### src/rtl/sprite_pixel_packer_pkg.sv
// ============================================================================
// Module  : sprite_pixel_packer_pkg
// Brief   : Shared palette, packing constants and FSM state type for the
//           sprite pixel packer.
// Revision: 1.0 - initial release
// ============================================================================
`default_nettype none

package sprite_pixel_packer_pkg;

  localparam int c_PIX_PER_WORD = 8;
  localparam int c_NIB_W        = 4;

  // 16-entry RGB444 palette, identical to the table used by the readers.
  // Entry 12 repeats black on purpose: the lowest index must win.
  localparam logic [11:0] c_PALETTE [16] = '{
    12'hFFF, 12'h653, 12'hE12, 12'hEB6,
    12'h000, 12'h521, 12'hA86, 12'h211,
    12'h3A5, 12'h58C, 12'h8CF, 12'hF80,
    12'h000, 12'h7F7, 12'hC4E, 12'h444
  };

  typedef enum logic [1:0] {
    IDLE  = 2'd0,
    FILL  = 2'd1,
    FLUSH = 2'd2,
    DONE  = 2'd3
  } pack_state_t;

endpackage

`default_nettype wire

### src/rtl/sprite_pixel_packer_if.sv
// ============================================================================
// Module  : sprite_pixel_packer_if
// Brief   : Pixel stream (valid/ready) and BRAM write port bundle.
//           master = loader / BRAM side, slave = packer.
// Revision: 1.0 - initial release
// ============================================================================
`default_nettype none

interface sprite_pixel_packer_if #(
  parameter int ADDR_W = 12
);

  logic              pix_valid;
  logic              pix_ready;
  logic [11:0]       pix_rgb;
  logic              mem_we;
  logic [ADDR_W-1:0] mem_addr;
  logic [31:0]       mem_wdata;

  modport master (
    output pix_valid,
    output pix_rgb,
    input  pix_ready,
    input  mem_we,
    input  mem_addr,
    input  mem_wdata
  );

  modport slave (
    input  pix_valid,
    input  pix_rgb,
    output pix_ready,
    output mem_we,
    output mem_addr,
    output mem_wdata
  );

endinterface

`default_nettype wire

### src/rtl/sprite_pixel_packer_palette_encoder.sv
// ============================================================================
// Module  : palette_encoder
// Brief   : Combinational RGB444 -> 4-bit palette index, exact match,
//           lowest matching index wins.
// Revision: 1.0 - initial release
// ============================================================================
`default_nettype none

module palette_encoder
  import sprite_pixel_packer_pkg::*;
(
  input  logic [11:0] i_rgb,
  output logic        o_hit,
  output logic [3:0]  o_idx
);

  // Scan from the top down so the lowest matching entry is the last writer.
  always_comb begin
    o_hit = 1'b0;
    o_idx = 4'd0;
    for (int i = 15; i >= 0; i--) begin
      if (i_rgb == c_PALETTE[i]) begin
        o_hit = 1'b1;
        o_idx = 4'(i);
      end
    end
  end

endmodule

`default_nettype wire

### src/rtl/sprite_pixel_packer.sv
// ============================================================================
// Module  : sprite_pixel_packer
// Brief   : Encodes a raster of RGB444 pixels to palette indices, packs eight
//           nibbles per 32-bit word and writes them to sprite BRAM.
// Revision: 1.0 - initial release
// ============================================================================
`default_nettype none

module sprite_pixel_packer
  import sprite_pixel_packer_pkg::*;
#(
  parameter int          SPRITE_W = 20,
  parameter int          SPRITE_H = 20,
  parameter int          ADDR_W   = 12,
  parameter logic [3:0]  MISS_IDX = 4'd0
) (
  input  logic              Clk,
  input  logic              Reset,
  input  logic              start,
  input  logic [ADDR_W-1:0] base_addr,
  sprite_pixel_packer_if.slave bus,
  output logic              busy,
  output logic              done,
  output logic [15:0]       miss_count
);

  localparam int c_TOTAL      = SPRITE_W * SPRITE_H;
  localparam int c_CNT_RAW    = $clog2(c_TOTAL + 1);
  // At least 3 bits so the nibble position can always be sliced out.
  localparam int c_CNT_W      = (c_CNT_RAW < 3) ? 3 : c_CNT_RAW;
  localparam bit c_NEED_FLUSH = (c_TOTAL % c_PIX_PER_WORD) != 0;

  pack_state_t       r_state;
  pack_state_t       w_state_next;
  logic              w_ready;
  logic              w_xfer;
  logic              w_last;
  logic              w_hit;
  logic [3:0]        w_enc_idx;
  logic [3:0]        w_idx;
  logic [2:0]        w_nib_pos;
  logic [31:0]       w_acc_next;

  logic [c_CNT_W-1:0] r_pix_cnt;
  logic [31:0]        r_acc;
  logic [ADDR_W-1:0]  r_word_addr;
  logic               r_mem_we;
  logic [ADDR_W-1:0]  r_mem_addr;
  logic [31:0]        r_mem_wdata;
  logic [15:0]        r_miss_count;

  palette_encoder u_enc (
    .i_rgb (bus.pix_rgb),
    .o_hit (w_hit),
    .o_idx (w_enc_idx)
  );

  assign w_idx      = w_hit ? w_enc_idx : MISS_IDX;
  assign w_xfer     = bus.pix_valid & w_ready;
  assign w_last     = (r_pix_cnt == c_CNT_W'(c_TOTAL - 1));
  assign w_nib_pos  = r_pix_cnt[2:0];
  // Nibbles not yet filled stay zero, so OR-ing in the new index is enough.
  assign w_acc_next = r_acc | ({28'd0, w_idx} << {w_nib_pos, 2'b00});

  // State register.
  always_ff @(posedge Clk or posedge Reset) begin
    if (Reset) begin
      r_state <= IDLE;
    end else begin
      r_state <= w_state_next;
    end
  end

  // Next-state logic and state-decoded status outputs.
  always_comb begin
    w_state_next = r_state;
    w_ready      = 1'b0;
    busy         = 1'b0;
    done         = 1'b0;
    case (r_state)
      IDLE: begin
        if (start) begin
          w_state_next = FILL;
        end
      end
      FILL: begin
        w_ready = 1'b1;
        busy    = 1'b1;
        if (w_xfer && w_last) begin
          w_state_next = c_NEED_FLUSH ? FLUSH : DONE;
        end
      end
      FLUSH: begin
        busy         = 1'b1;
        w_state_next = DONE;
      end
      DONE: begin
        busy         = 1'b1;
        done         = 1'b1;
        w_state_next = IDLE;
      end
      default: begin
        w_state_next = IDLE;
      end
    endcase
  end

  // Pixel counter, nibble accumulator, miss counter and BRAM write port.
  always_ff @(posedge Clk or posedge Reset) begin
    if (Reset) begin
      r_pix_cnt    <= '0;
      r_acc        <= 32'd0;
      r_word_addr  <= '0;
      r_mem_we     <= 1'b0;
      r_mem_addr   <= '0;
      r_mem_wdata  <= 32'd0;
      r_miss_count <= 16'd0;
    end else begin
      r_mem_we <= 1'b0;

      if (r_state == IDLE && start) begin
        r_word_addr  <= base_addr;
        r_pix_cnt    <= '0;
        r_acc        <= 32'd0;
        r_miss_count <= 16'd0;
      end

      if (w_xfer) begin
        r_pix_cnt <= r_pix_cnt + c_CNT_W'(1);
        if (!w_hit && r_miss_count != 16'hFFFF) begin
          r_miss_count <= r_miss_count + 16'd1;
        end
        // Eighth nibble: emit the word and clear the accumulator on the same
        // edge so the next pixel can be taken without a bubble.
        if (w_nib_pos == 3'd7) begin
          r_mem_we    <= 1'b1;
          r_mem_addr  <= r_word_addr;
          r_mem_wdata <= w_acc_next;
          r_word_addr <= r_word_addr + ADDR_W'(1);
          r_acc       <= 32'd0;
        end else begin
          r_acc <= w_acc_next;
        end
      end

      if (r_state == FLUSH) begin
        r_mem_we    <= 1'b1;
        r_mem_addr  <= r_word_addr;
        r_mem_wdata <= r_acc;
        r_word_addr <= r_word_addr + ADDR_W'(1);
        r_acc       <= 32'd0;
      end
    end
  end

  assign bus.pix_ready = w_ready;
  assign bus.mem_we    = r_mem_we;
  assign bus.mem_addr  = r_mem_addr;
  assign bus.mem_wdata = r_mem_wdata;
  assign miss_count    = r_miss_count;

endmodule

`default_nettype wire

### src/flat_wrapper.sv
// flat-port wrapper written by rule: the top's interface ports become plain ports
module sprite_pixel_packer_flat import sprite_pixel_packer_pkg::*;
#(
  parameter int          SPRITE_W = 20,
  parameter int          SPRITE_H = 20,
  parameter int          ADDR_W   = 12,
  parameter logic [3:0]  MISS_IDX = 4'd0
)
  (Clk, Reset, start, base_addr, busy, done, miss_count, bus_pix_valid, bus_pix_rgb, bus_pix_ready, bus_mem_we, bus_mem_addr, bus_mem_wdata);
  sprite_pixel_packer_if #(.ADDR_W(ADDR_W)) bus_i ();
  input  logic Clk;
  input  logic Reset;
  input  logic start;
  input  logic [ADDR_W-1:0] base_addr;
  output logic busy;
  output logic done;
  output logic [15:0] miss_count;
  input wire logic [$bits(bus_i.pix_valid)-1:0] bus_pix_valid;
  input wire logic [$bits(bus_i.pix_rgb)-1:0] bus_pix_rgb;
  output wire logic [$bits(bus_i.pix_ready)-1:0] bus_pix_ready;
  output wire logic [$bits(bus_i.mem_we)-1:0] bus_mem_we;
  output wire logic [$bits(bus_i.mem_addr)-1:0] bus_mem_addr;
  output wire logic [$bits(bus_i.mem_wdata)-1:0] bus_mem_wdata;
  assign bus_i.pix_valid = bus_pix_valid;
  assign bus_i.pix_rgb = bus_pix_rgb;
  assign bus_pix_ready = bus_i.pix_ready;
  assign bus_mem_we = bus_i.mem_we;
  assign bus_mem_addr = bus_i.mem_addr;
  assign bus_mem_wdata = bus_i.mem_wdata;
  sprite_pixel_packer #(.SPRITE_W(SPRITE_W), .SPRITE_H(SPRITE_H), .ADDR_W(ADDR_W), .MISS_IDX(MISS_IDX)) u_core (.Clk(Clk), .Reset(Reset), .start(start), .base_addr(base_addr), .bus(bus_i), .busy(busy), .done(done), .miss_count(miss_count));
endmodule
### config.mk
export PLATFORM = sky130hd
export DESIGN_NAME = sprite_pixel_packer_flat
export DESIGN_NICKNAME = d
export VERILOG_FILES = /design/src/rtl/sprite_pixel_packer_pkg.sv /design/src/rtl/sprite_pixel_packer_if.sv /design/src/rtl/sprite_pixel_packer_palette_encoder.sv /design/src/rtl/sprite_pixel_packer.sv /design/src/flat_wrapper.sv
export SDC_FILE = /design/constraint.sdc
export NUM_CORES = 1
export LEC_CHECK = 0
export CAP_MARGIN = 0
export CELL_PAD_IN_SITES_DETAIL_PLACEMENT = 1
export CELL_PAD_IN_SITES_GLOBAL_PLACEMENT = 1
export CORE_MARGIN = 1
export CORE_UTILIZATION = 41
export CTS_CLUSTER_SIZE = 28
export DETAILED_ROUTE_END_ITERATION = 10
export PLACE_DENSITY_LB_ADDON = 0.1
export SLEW_MARGIN = 5
export SYNTH_ARGS = -nofsm -noshare
export SYNTH_HDL_FRONTEND = slang
export SYNTH_SLANG_ARGS = --single-unit
### constraint.sdc
create_clock -name Clk -period 6.33 [get_ports Clk]
set_input_delay 1.899 -clock Clk [delete_from_list [all_inputs] [get_ports Clk]]
set_output_delay 1.899 -clock Clk [all_outputs]
set_load 0.01 [all_outputs]
## Word-level counts from Yosys, hierarchy flattened

Cells that the tools add are included.
Widths: inputs -> output; s select.

- Magnitude comparators: 0
- Multiply operators: 0
- Multiplexer cells: 59
- Divide/modulo/power cells: 0
- Reductions and logical operators: 13
- Bitwise operators: 2
- Equal/unequal tests: 22
- Shift operators: 1
- Add/sub/neg operators: 3

Operators by type and width:

| cell | number |
|---|---|
| $mux 32 | 7 |
| $eq 12x12->1 const B | 7 |
| $mux 12 | 7 |
| $mux 4 | 16 |
| $eq 12x11->1 const B | 5 |
| $mux 16 | 3 |
| $or 32x32->32 | 1 |
| $shl 4x5->32 | 1 |
| $eq 12x10->1 const B | 2 |
| $mux 1 | 21 |
| $mux 9 | 2 |
| $add 16x1->16 const B | 1 |
| $ne 16x16->1 const B | 1 |
| $add 12x1->12 const B | 1 |
| $logic_not 12->1 | 1 |
| $add 9x1->9 const B | 1 |
| $eq 9x9->1 const B | 1 |
| $pmux 2 s4 | 1 |
| $reduce_bool 2->1 | 3 |
| $eq 2x2->1 const B | 2 |
| $mux 2 | 2 |
| $reduce_and 2->1 | 2 |
| $eq 3x3->1 const B | 1 |
| $logic_and 1x1->1 | 3 |
| 8 further kinds | 8 |

- Bits in read-only memories: 0
- RAM bits: 0
- Output and inout port bits: 64
- Bits in latches: 0
- Input port bits: 28
- Memories: 0
- Logic and storage cells: 108
- Bits in registers: 116

## Logic depth before layout (Yosys ltp)

Gate-level depths: netlist of the first run.

- Depth after elaboration: 22
- Gate-level depth with buffers: 9
- Mapped depth without buffers: 9

## Cells and area by module

A second synthesis of the first run with hierarchy kept.

- Cells, all modules: 634
- Area, all modules: 5785.5 um^2

Modules (own cells, without submodules):

| module | area an instance (um^2) | cells an instance | seq. area each (um^2) | times used |
|---|---|---|---|---|
| sprite_pixel_packer | 5377.7 | 576 | 2902.8 | 1 |
| palette_encoder | 407.9 | 58 | 0.0 | 1 |

## Worst setup path before layout of the first run

Ideal clock, no wire load.

- Path type: input to register
- Start point: input port bus_pix_rgb[5]
- End point: register u_core.r_miss_count[9], in the netlist u_core.miss_count[9]
- Setup slack: 2.531 ns
- Setup time: 0.126 ns
- Stages: 8
- Data arrival time: 3.673 ns
- Buffers on the path: 2
- Required time: 6.204 ns
- Cells stage by stage: buf_6 or4b_4 nor4_4 nor3_2 and4_1 buf_6 and4_1 a221o_1

- Longest elaborated chain between the ends: 20
- Elaborated cells on any way between the ends: 34
- Classes of those cells: 14 x eq/ne; 17 x mux; 3 x reduce/logical

Ends and longest elaborated chain:

| element | line | source |
|---|---|---|
| from (decl) | flat_wrapper.sv:19 | `input wire logic [$bits(bus_i.pix_rgb)-1:0] bus_pix_rgb;` |
| $eq 12x11->1 | sprite_pixel_packer_palette_encoder.sv:22 | `if (i_rgb == c_PALETTE[i]) begin` |
| $mux 1 (14 in a row) | sprite_pixel_packer_palette_encoder.sv:22 |  |
| $mux 1 (*) | sprite_pixel_packer_palette_encoder.sv:22 |  |
| $logic_not 1->1 (*) | sprite_pixel_packer.sv:130 | `if (!w_hit && r_miss_count != 16'hFFFF) begin` |
| $logic_and 1x1->1 (*) | sprite_pixel_packer.sv:130 |  |
| $mux 16 (*) | sprite_pixel_packer.sv:130 |  |
| $mux 16 (*) | sprite_pixel_packer.sv:128 | `if (w_xfer) begin` |
| to (signal assigned) | sprite_pixel_packer.sv:131 | `r_miss_count <= r_miss_count + 16'd1;` |
| to (decl) | sprite_pixel_packer.sv:50 | `logic [15:0] r_miss_count;` |

Mark *: on every way between the ends. The rest lies on a longest branch, timed or not.
A chain may end at the register's enable or synchronous reset.

## Worst setup path in the final report of the first run

- Start point: input port bus_pix_rgb[6]
- End point: register u_core.r_miss_count[4], in the netlist u_core.miss_count[4]

The elaborated chain is that of the path after synthesis.

==> impl_summary.md, run 1 <==
Status
The run finished with clean final reports.

Global route
The number of antenna violations at the first check in global routing is 0. The wire length of the first global-routing pass is 29000 um. The via count of the first global-routing pass is 5476. The overflow left after global routing is 0. Entering global routing, the biggest net connects 78 pins.

The total global-route track usage is 26.1%.

Clocking
The number of buffers created by CTS is 17. The clock tree from TritonCTS is yes. The H-tree was split into 4 levels.

CTS placed an instance of sky130_fd_sc_hd__clkbuf_16 at the clock tree root. The clock insertion delay at the later pin of the skew report is 0.42 ns. The maximum clock path buffer count is 2.

Gates resized during post-CTS repair numbered 0. The clock drives 116 sinks. The number of buffers inserted by post-CTS setup repair is 0.

The clock edge transition at the registers on the reported setup and hold paths is 0.06 ns. The number of hold buffers added after CTS is 0.

STA
For the finished layout, the period the worst path requires is 4.42 ns. Setup repair after global routing left no endpoint under its margin. The worst setup skew after layout is 0.0126 ns.

Based on the critical path, the design can be clocked at up to 226 MHz. The worst slew slack as a fraction of its limit is 45.8%. Setup violations remaining at the end of the flow were counted as 0.

The total negative setup slack is 0 ns. The post-route fraction of the period consumed by the critical path is 69.8%. The final count of hold timing violations is 0.

The worst-margin pin slew is 0.813 ns. The final number of max-transition violations was 0.

Placed design
Port buffering added 91 buffers. The congestion estimate from routability-driven global placement came to 0.854. After legalization and detailed placement, the total HPWL measured 12000 um.

Synth
The dominant synthesized flop cell is sky130_fd_sc_hd__dfrtp_1. In the synthesized netlist, the number of instances is 641. By area the synthesized netlist is led by sky130_fd_sc_hd__dfrtp_1 (51%), sky130_fd_sc_hd__nand2_1 (7.6%), sky130_fd_sc_hd__o21ai_0 (6.0%). The count of different cell masters after synthesis is 53.

The synthesized area per cell is 8.90 um2. Yosys instantiated no cell more often than sky130_fd_sc_hd__dfrtp_1. Counting instances in the post-synthesis netlist gives the leading cell types as sky130_fd_sc_hd__dfrtp_1 (116), sky130_fd_sc_hd__nand2_1 (115), sky130_fd_sc_hd__nor2_1 (71), sky130_fd_sc_hd__o21ai_0 (68), sky130_fd_sc_hd__a21oi_1 (40). The Yosys warning count is 0. The flop and latch count out of synthesis is 116. In this run the biggest area consumer among cell types represents 50.9% of the synthesized area. The number of synthesized flops with an enable pin is 0.

The fraction of registers with async set/reset is 100%. The most area-hungry cell type in the Yosys netlist is sky130_fd_sc_hd__dfrtp_1. The combined area of all synthesized cells is 5700 um2. The proportion of synthesized chip area in sequential cells is 50.9%. The net count of the mapped netlist is 678.

Critical path
Data on the critical path arrives at its endpoint at 4.71 ns. Traced cell by cell, the critical path runs through clkdlybuf4s50_1, or4_1, nor4_1, nor3_2, nand4_1, nor2_1, a221o_1. STA classifies the critical path endpoint as a register. The slowest library cell on the worst path is sky130_fd_sc_hd__or4_1. The worst setup path is launched from an input pin.

The endpoint required time on the critical path is 6.62 ns. The largest single stage delay on the critical path is 0.65 ns. The critical-path maximum fanout is 11. The type of the worst setup path is input pin to register.

The number of cell instances on the worst register-to-register path is 7.

Route
Using the TritonRoute via totals, the vias-per-cell ratio works out to 5.71. The routed wirelength normalized by instance count is 19.4 um. After the first detailed-routing iteration, the DRC count stood at 329. The remaining antenna violation count is 0.

Before antenna repair, the detailed router went through 4 iterations. In the routed design, unresolved DRC markers number 0. For this block, the routed nets add up to 17700 um of wire. The via total after detailed routing is 5206.

Floorplan
Once the floorplan was initialized, standard cells occupied 42.5% of the core. The die outline area is 14400 um2. Row generation in the floorplan step produced 42 rows. The area inside the core boundary is 13400 um2. The floorplan die width is 120 um. The number of I/O pins is 92. Measured along the y axis, the die boundary spans 120 um.

Layout
Once layout is complete, the utilization of the core stands at 54.9%. The synthesis-to-layout area growth is 29.1%. The post-route netlist has 7.34% of its cells at a drive strength greater than 1. 0 antenna diodes ended up in the layout.

The final layout contains 761 nets. After filler insertion, the fill cell instance count of the layout stands at 1556.

Job
The count of maximum capacitance violations is 0.

Power and ir drop
Dividing total power by cell area gives a power density of 399 nW/um2. VDD sags by at most 0.193 mV. For this design the static power due to leakage is 3.14 nW. The total power is 0.00293 W.

Min path
The worst hold path cell count is 2. The worst hold-check path type is register to register.
cell type report:
| type | instances | area [um2] | share of cell area [%] |
|---|---|---|---|
| flip-flops and latches | 116 | 2900 | 39.4 |
| inverters | 13 | 51.3 | 0.697 |
| clock inverters | 10 | 146 | 1.99 |
| multi-input cells | 480 | 2610 | 35.5 |
| repair buffers | 96 | 948 | 12.9 |
| clock buffers | 21 | 480 | 6.53 |
| well taps | 176 | 220 | 2.99 |
layer usage:
metal | share of wire [%] | GRT usage (%) | wire length (um) | vias to the layer above
met2 | 50 | 43.6 | 8810 | 109
met1 | 46 | 34.3 | 8080 | 2631
met5 | 0 | 0 | 0 | -
met3 | 3.4 | 4.71 | 605 | 14
li1 | - | - | - | 2452
met4 | 1.1 | 8.36 | 192 | 0
state kept, by name, indices dropped and copies added (netlist names):
register,count
u_core.bus.mem_addr,12
u_core.bus.mem_wdata,32
u_core.bus.mem_we,1
u_core.miss_count,16
u_core.r_acc,32
u_core.r_pix_cnt,9
u_core.r_state,2
u_core.r_word_addr,12
cell families (layout without fill, tap and decap cells):
logic type,after synthesis,after routing,share of synthesized area (%)
XOR/XNOR,2,2,0.307
adder cells (fa/ha/maj),9,9,1.98
AND/OR/NAND/NOR,304,304,25.7
AO/OA/AOI/OAI,163,163,17.2
multiplexers,2,2,0.351
flip-flops,116,116,50.9
buffers and inverters,45,140,3.51
metrics by stage:
stage	cells	hold WS [ns]	setup WS (ns)	cell area, um2
after floorplan	641	0.450	1.36	5700
after global placement	881	0.450	1.55	6730
after detailed placement	881	0.457	1.54	6730
after CTS	912	0.469	1.95	7360
after global routing	912	0.503	1.73	7360
final	912	0.464	1.91	7360
layout by cell type, fill, tap and decap left out, types with 6 or more instances in the layout:
cell	n
sky130_fd_sc_hd__a31oi_1	9
sky130_fd_sc_hd__nor4_1	11
sky130_fd_sc_hd__a21oi_1	39
sky130_fd_sc_hd__or2_2	6
sky130_fd_sc_hd__clkdlybuf4s50_1	91
sky130_fd_sc_hd__ha_1	9
sky130_fd_sc_hd__dfrtp_1	116
sky130_fd_sc_hd__and3_1	9
sky130_fd_sc_hd__o21ai_0	68
sky130_fd_sc_hd__inv_1	12
sky130_fd_sc_hd__a211oi_1	15
sky130_fd_sc_hd__nand3_1	26
sky130_fd_sc_hd__nor2_1	71
sky130_fd_sc_hd__nand4_1	14
sky130_fd_sc_hd__nor3_1	14
sky130_fd_sc_hd__a221o_1	7
sky130_fd_sc_hd__nand2_1	115
sky130_fd_sc_hd__clkbuf_16	17
worst max-delay path: cells and delay by family:
kind                   cells  cell delay (ns)
AND/OR/NAND/NOR            5             1.89
buffers and inverters      1             0.51
AO/OA/AOI/OAI              1             0.39
power by group:
part / internal [W] / total, W / switching (W)
Combinational: 0.000362 / 0.000889 / 0.000527
Clock: 0.000662 / 0.00102 / 0.000362
Sequential: 0.000880 / 0.00102 / 0.000141
final timing paths:
path	start	end	slack, ns
worst max register to register	u_core.r_state[1]	u_core.miss_count[1]	3.36
worst min-delay path	u_core.bus.mem_addr[4]	u_core.bus.mem_addr[4]	0.46
worst max-delay path	bus_pix_rgb[6]	u_core.miss_count[4]	1.91
min in group asynchronous	Reset	u_core.miss_count[10]	1.78
max in group asynchronous	Reset	u_core.r_word_addr[2]	3.44
worst min register to register	u_core.bus.mem_addr[4]	u_core.bus.mem_addr[4]	0.46
Power figures use the tool's default switching activity.
==> inputs of run 2 (changes only) <==
--- a/config.mk
+++ b/config.mk
@@ -9,7 +9,7 @@
 export CELL_PAD_IN_SITES_DETAIL_PLACEMENT = 1
 export CELL_PAD_IN_SITES_GLOBAL_PLACEMENT = 1
 export CORE_MARGIN = 1
-export CORE_UTILIZATION = 41
+export CORE_UTILIZATION = 37
 export CTS_CLUSTER_SIZE = 28
 export DETAILED_ROUTE_END_ITERATION = 10
 export PLACE_DENSITY_LB_ADDON = 0.1
==> constraint.sdc (replaced) <==
create_clock -name Clk -period 3.57 [get_ports Clk]
set_input_delay 1.071 -clock Clk [delete_from_list [all_inputs] [get_ports Clk]]
set_output_delay 1.071 -clock Clk [all_outputs]
set_load 0.01 [all_outputs]
==> run 2 against run 1 <==
Net effect: utilization fell by 4.4 points; clock skew fell by 0.0022 ns; worst hold slack improved by 0.0046 ns.
==> impl_summary.md, run 2 (synthesis results as in run 1) <==
Clocking
Buffers inserted during clock tree synthesis total 17. The number of clock sinks is 116. The clock edge transition at the registers on the reported setup and hold paths is 0.06 ns. Hold repair after CTS inserted 0 buffers. The maximum clock path buffer count is 2. The number of gates resized after cts is 0.

The clock insertion delay at the later pin of the skew report is 0.42 ns. The clock tree from TritonCTS is yes. Once the clock tree was built, the setup fixing pass inserted 0 buffers. The root buffer cell is sky130_fd_sc_hd__clkbuf_16. CTS built an H-tree with a depth of 4.

Route
After detailed routing, the average wire length per cell comes to 18.5 um. The wire length after detailed routing is 17600 um. The first detailed-routing pass ran for 4 iterations.

Once detail routing completed, the nets flagged for antenna violations numbered 0. The detail-routed via count per cell is 5.53. After detailed routing, the number of remaining DRC violations is 0. The routed layout has 5281 vias. The number of DRC violations after detailed-routing iteration 0 is 247.

Critical path
The endpoint required time on the critical path is 3.83 ns. The setup slack of the worst register-to-register path is 1.13 ns. The type of the worst setup path is input pin to register. The capture instance of the worst register-to-register path is u_core.miss_count[9]. The slowest library cell on the worst path is sky130_fd_sc_hd__nor2_1.

The worst register-to-register path has a depth of 7. The critical-path maximum fanout is 9. The most repeated library cell on the critical path is sky130_fd_sc_hd__buf_4. In this design, the stage delay of the slowest critical-path cell is 0.65 ns.

Walking the worst path, the cells encountered are clkdlybuf4s50_1, buf_4, nand4_1, nor4_1, buf_4, nor3_1, nand3_1, nor2_1, o21ai_0. STA classifies the critical path endpoint as a register. In this run the critical register-to-register path is launched from u_core.miss_count[0]. The startpoint type of the worst setup path is an input pin.

Data arrives at the worst endpoint at 3.50 ns.

Min path
The worst hold-check path type is register to register. The worst hold path cell count is 2. For hold timing, the worst endpoint is u_core.bus.mem_addr[9]. The startpoint identified for the worst hold timing path is u_core.bus.mem_addr[9].

Global route
Global routing consumed, on the met1 layer, 29.8% of the routing resources. The busiest layer in global routing is met2. The maximum number of pins on one net before global-route repair is 117. The via count of the first global-routing pass was 5488.

The first global-routing pass estimated 29000 um of wire. The number of antenna violations at the first check in global routing is 0. The met3 layer usage reported by global route is 4.63%.

The total global-route track usage is 23.5%. For met2 alone, demand over resource in global routing was 40.0%. The overflow left after global routing is 0.

Status
The flow ran to the end, and the final reports show no timing, DRC or antenna violations.

Layout
Counting the fill cells in the layout gives 1749. The antenna cell count is 0. From synthesis to final layout, the design area changed by 34.3%. The post-route standard cell area excluding fillers is 7650 um2. The post-route netlist has 11.1% of its cells at a drive strength greater than 1. The top cell types in the final layout, fill and taps aside, are sky130_fd_sc_hd__dfrtp_1 (116), sky130_fd_sc_hd__nand2_1 (115), sky130_fd_sc_hd__clkdlybuf4s50_1 (91). The library cell used most frequently in the layout, excluding fill and tap cells, is sky130_fd_sc_hd__dfrtp_1. The net count of the finished layout is 791. The final standard cell count with taps included and fillers excluded is 955.

STA
Setup violations remaining at the end of the flow were counted as 0. Setup slack on the critical path of the routed design comes to 0.329 ns. The upper clock frequency limit is 309 MHz. The final number of max-transition violations is 0. In this run the tightest slew margin relative to its limit is 46.7%. Setup repair after global routing left no endpoint under its margin. At the pin with the least slew margin, the transition time is 0.796 ns. The final period demand of the worst path is 3.24 ns.

The post-route fraction of the period consumed by the critical path is 90.8%. The final count of hold timing violations is 0. The worst setup skew after layout is 0.0104 ns.

Floorplan
The die covers 15900 um2. For this configuration, the core starts out at a cell density of 37.6%. The die boundary height is 126 um. The floorplan die width is 126 um.

The number of I/O pins is 92. The region available for standard cell placement spans 15100 um2. After floorplanning, the core was divided into 45 placement rows.

Power and ir drop
In this run the static leakage power is 3.31 nW. Total power for the finished layout comes to 0.00524 W. The worst supply voltage drop on vdd is 0.438 mV. The power per unit of standard cell area is 684 nW/um2.

Placed design
The wire-length estimate of the detail-placed layout is 12100 um. Including well taps, the total number of placed cells is 923. The count of input and output buffers is 91. The final weighted congestion in routability-driven placement is 0.812. The worst-case setup slack after placement is -0.0486 ns. Once placement finished, the instance area stood at 7020 um2.

Job
Max-cap violations in this run came to 0.
==> run 2: area by class of cell <==
type | count | area (um2) | area share, %
Clock inverter | 15 | 205 | 2.68
Inverter | 13 | 52.6 | 0.686
Timing Repair Buffer | 126 | 1220 | 16.0
Multi-Input combinational cell | 480 | 2610 | 34.1
Clock buffer | 17 | 425 | 5.56
Sequential cell | 116 | 2900 | 37.9
Tap cell | 188 | 235 | 3.07
==> run 2: stage by stage <==
| step | setup TNS (ns) | util [%] | hold WS [ns] |
|---|---|---|---|
| final | 0 | 50.5 | 0.469 |
| after CTS | 0 | 50.5 | 0.474 |
| after detailed placement | -0.0629 | 46.4 | 0.460 |
| after global routing | 0 | 50.5 | 0.505 |
| after floorplan | 0 | - | 0.450 |
| after global placement | 0 | 46.4 | 0.450 |
==> run 2: worst max path at each step <==
stage	start	endpoint	slack (ns)	cells past startpoint
after floorplan	bus_pix_rgb[5]	u_core.miss_count[9]	0.60	8
after global placement	bus_pix_rgb[5]	u_core.miss_count[1]	0.09	9
after detailed placement	bus_pix_rgb[5]	u_core.miss_count[1]	-0.05	9
after CTS	bus_pix_rgb[5]	u_core.miss_count[1]	0.39	9
after global routing	bus_pix_rgb[0]	u_core.miss_count[1]	0.25	8
final	bus_pix_rgb[4]	u_core.miss_count[1]	0.33	9
==> run 2: critical path: cells and delay by family <==
kind / cells / cell delay [ns]
AO/OA/AOI/OAI: 1 / 0.22
buffers and inverters: 3 / 0.90
AND/OR/NAND/NOR: 5 / 1.32
==> run 2: per-layer routing <==
layer | vias up | wire length (um) | share of wire, %
met3 | 14 | 595 | 3.4
met2 | 105 | 8760 | 50
met5 | - | 0 | 0
li1 | 2516 | - | -
met1 | 2646 | 8040 | 46
met4 | 0 | 231 | 1.3
==> run 2: report_power, final <==
part	switching (W)	internal (W)	total, W	leakage (nW)
registers	0.000242	0.00156	0.00180	1.53
clock network	0.000649	0.00117	0.00182	0.306
logic	0.000915	0.000699	0.00161	1.47
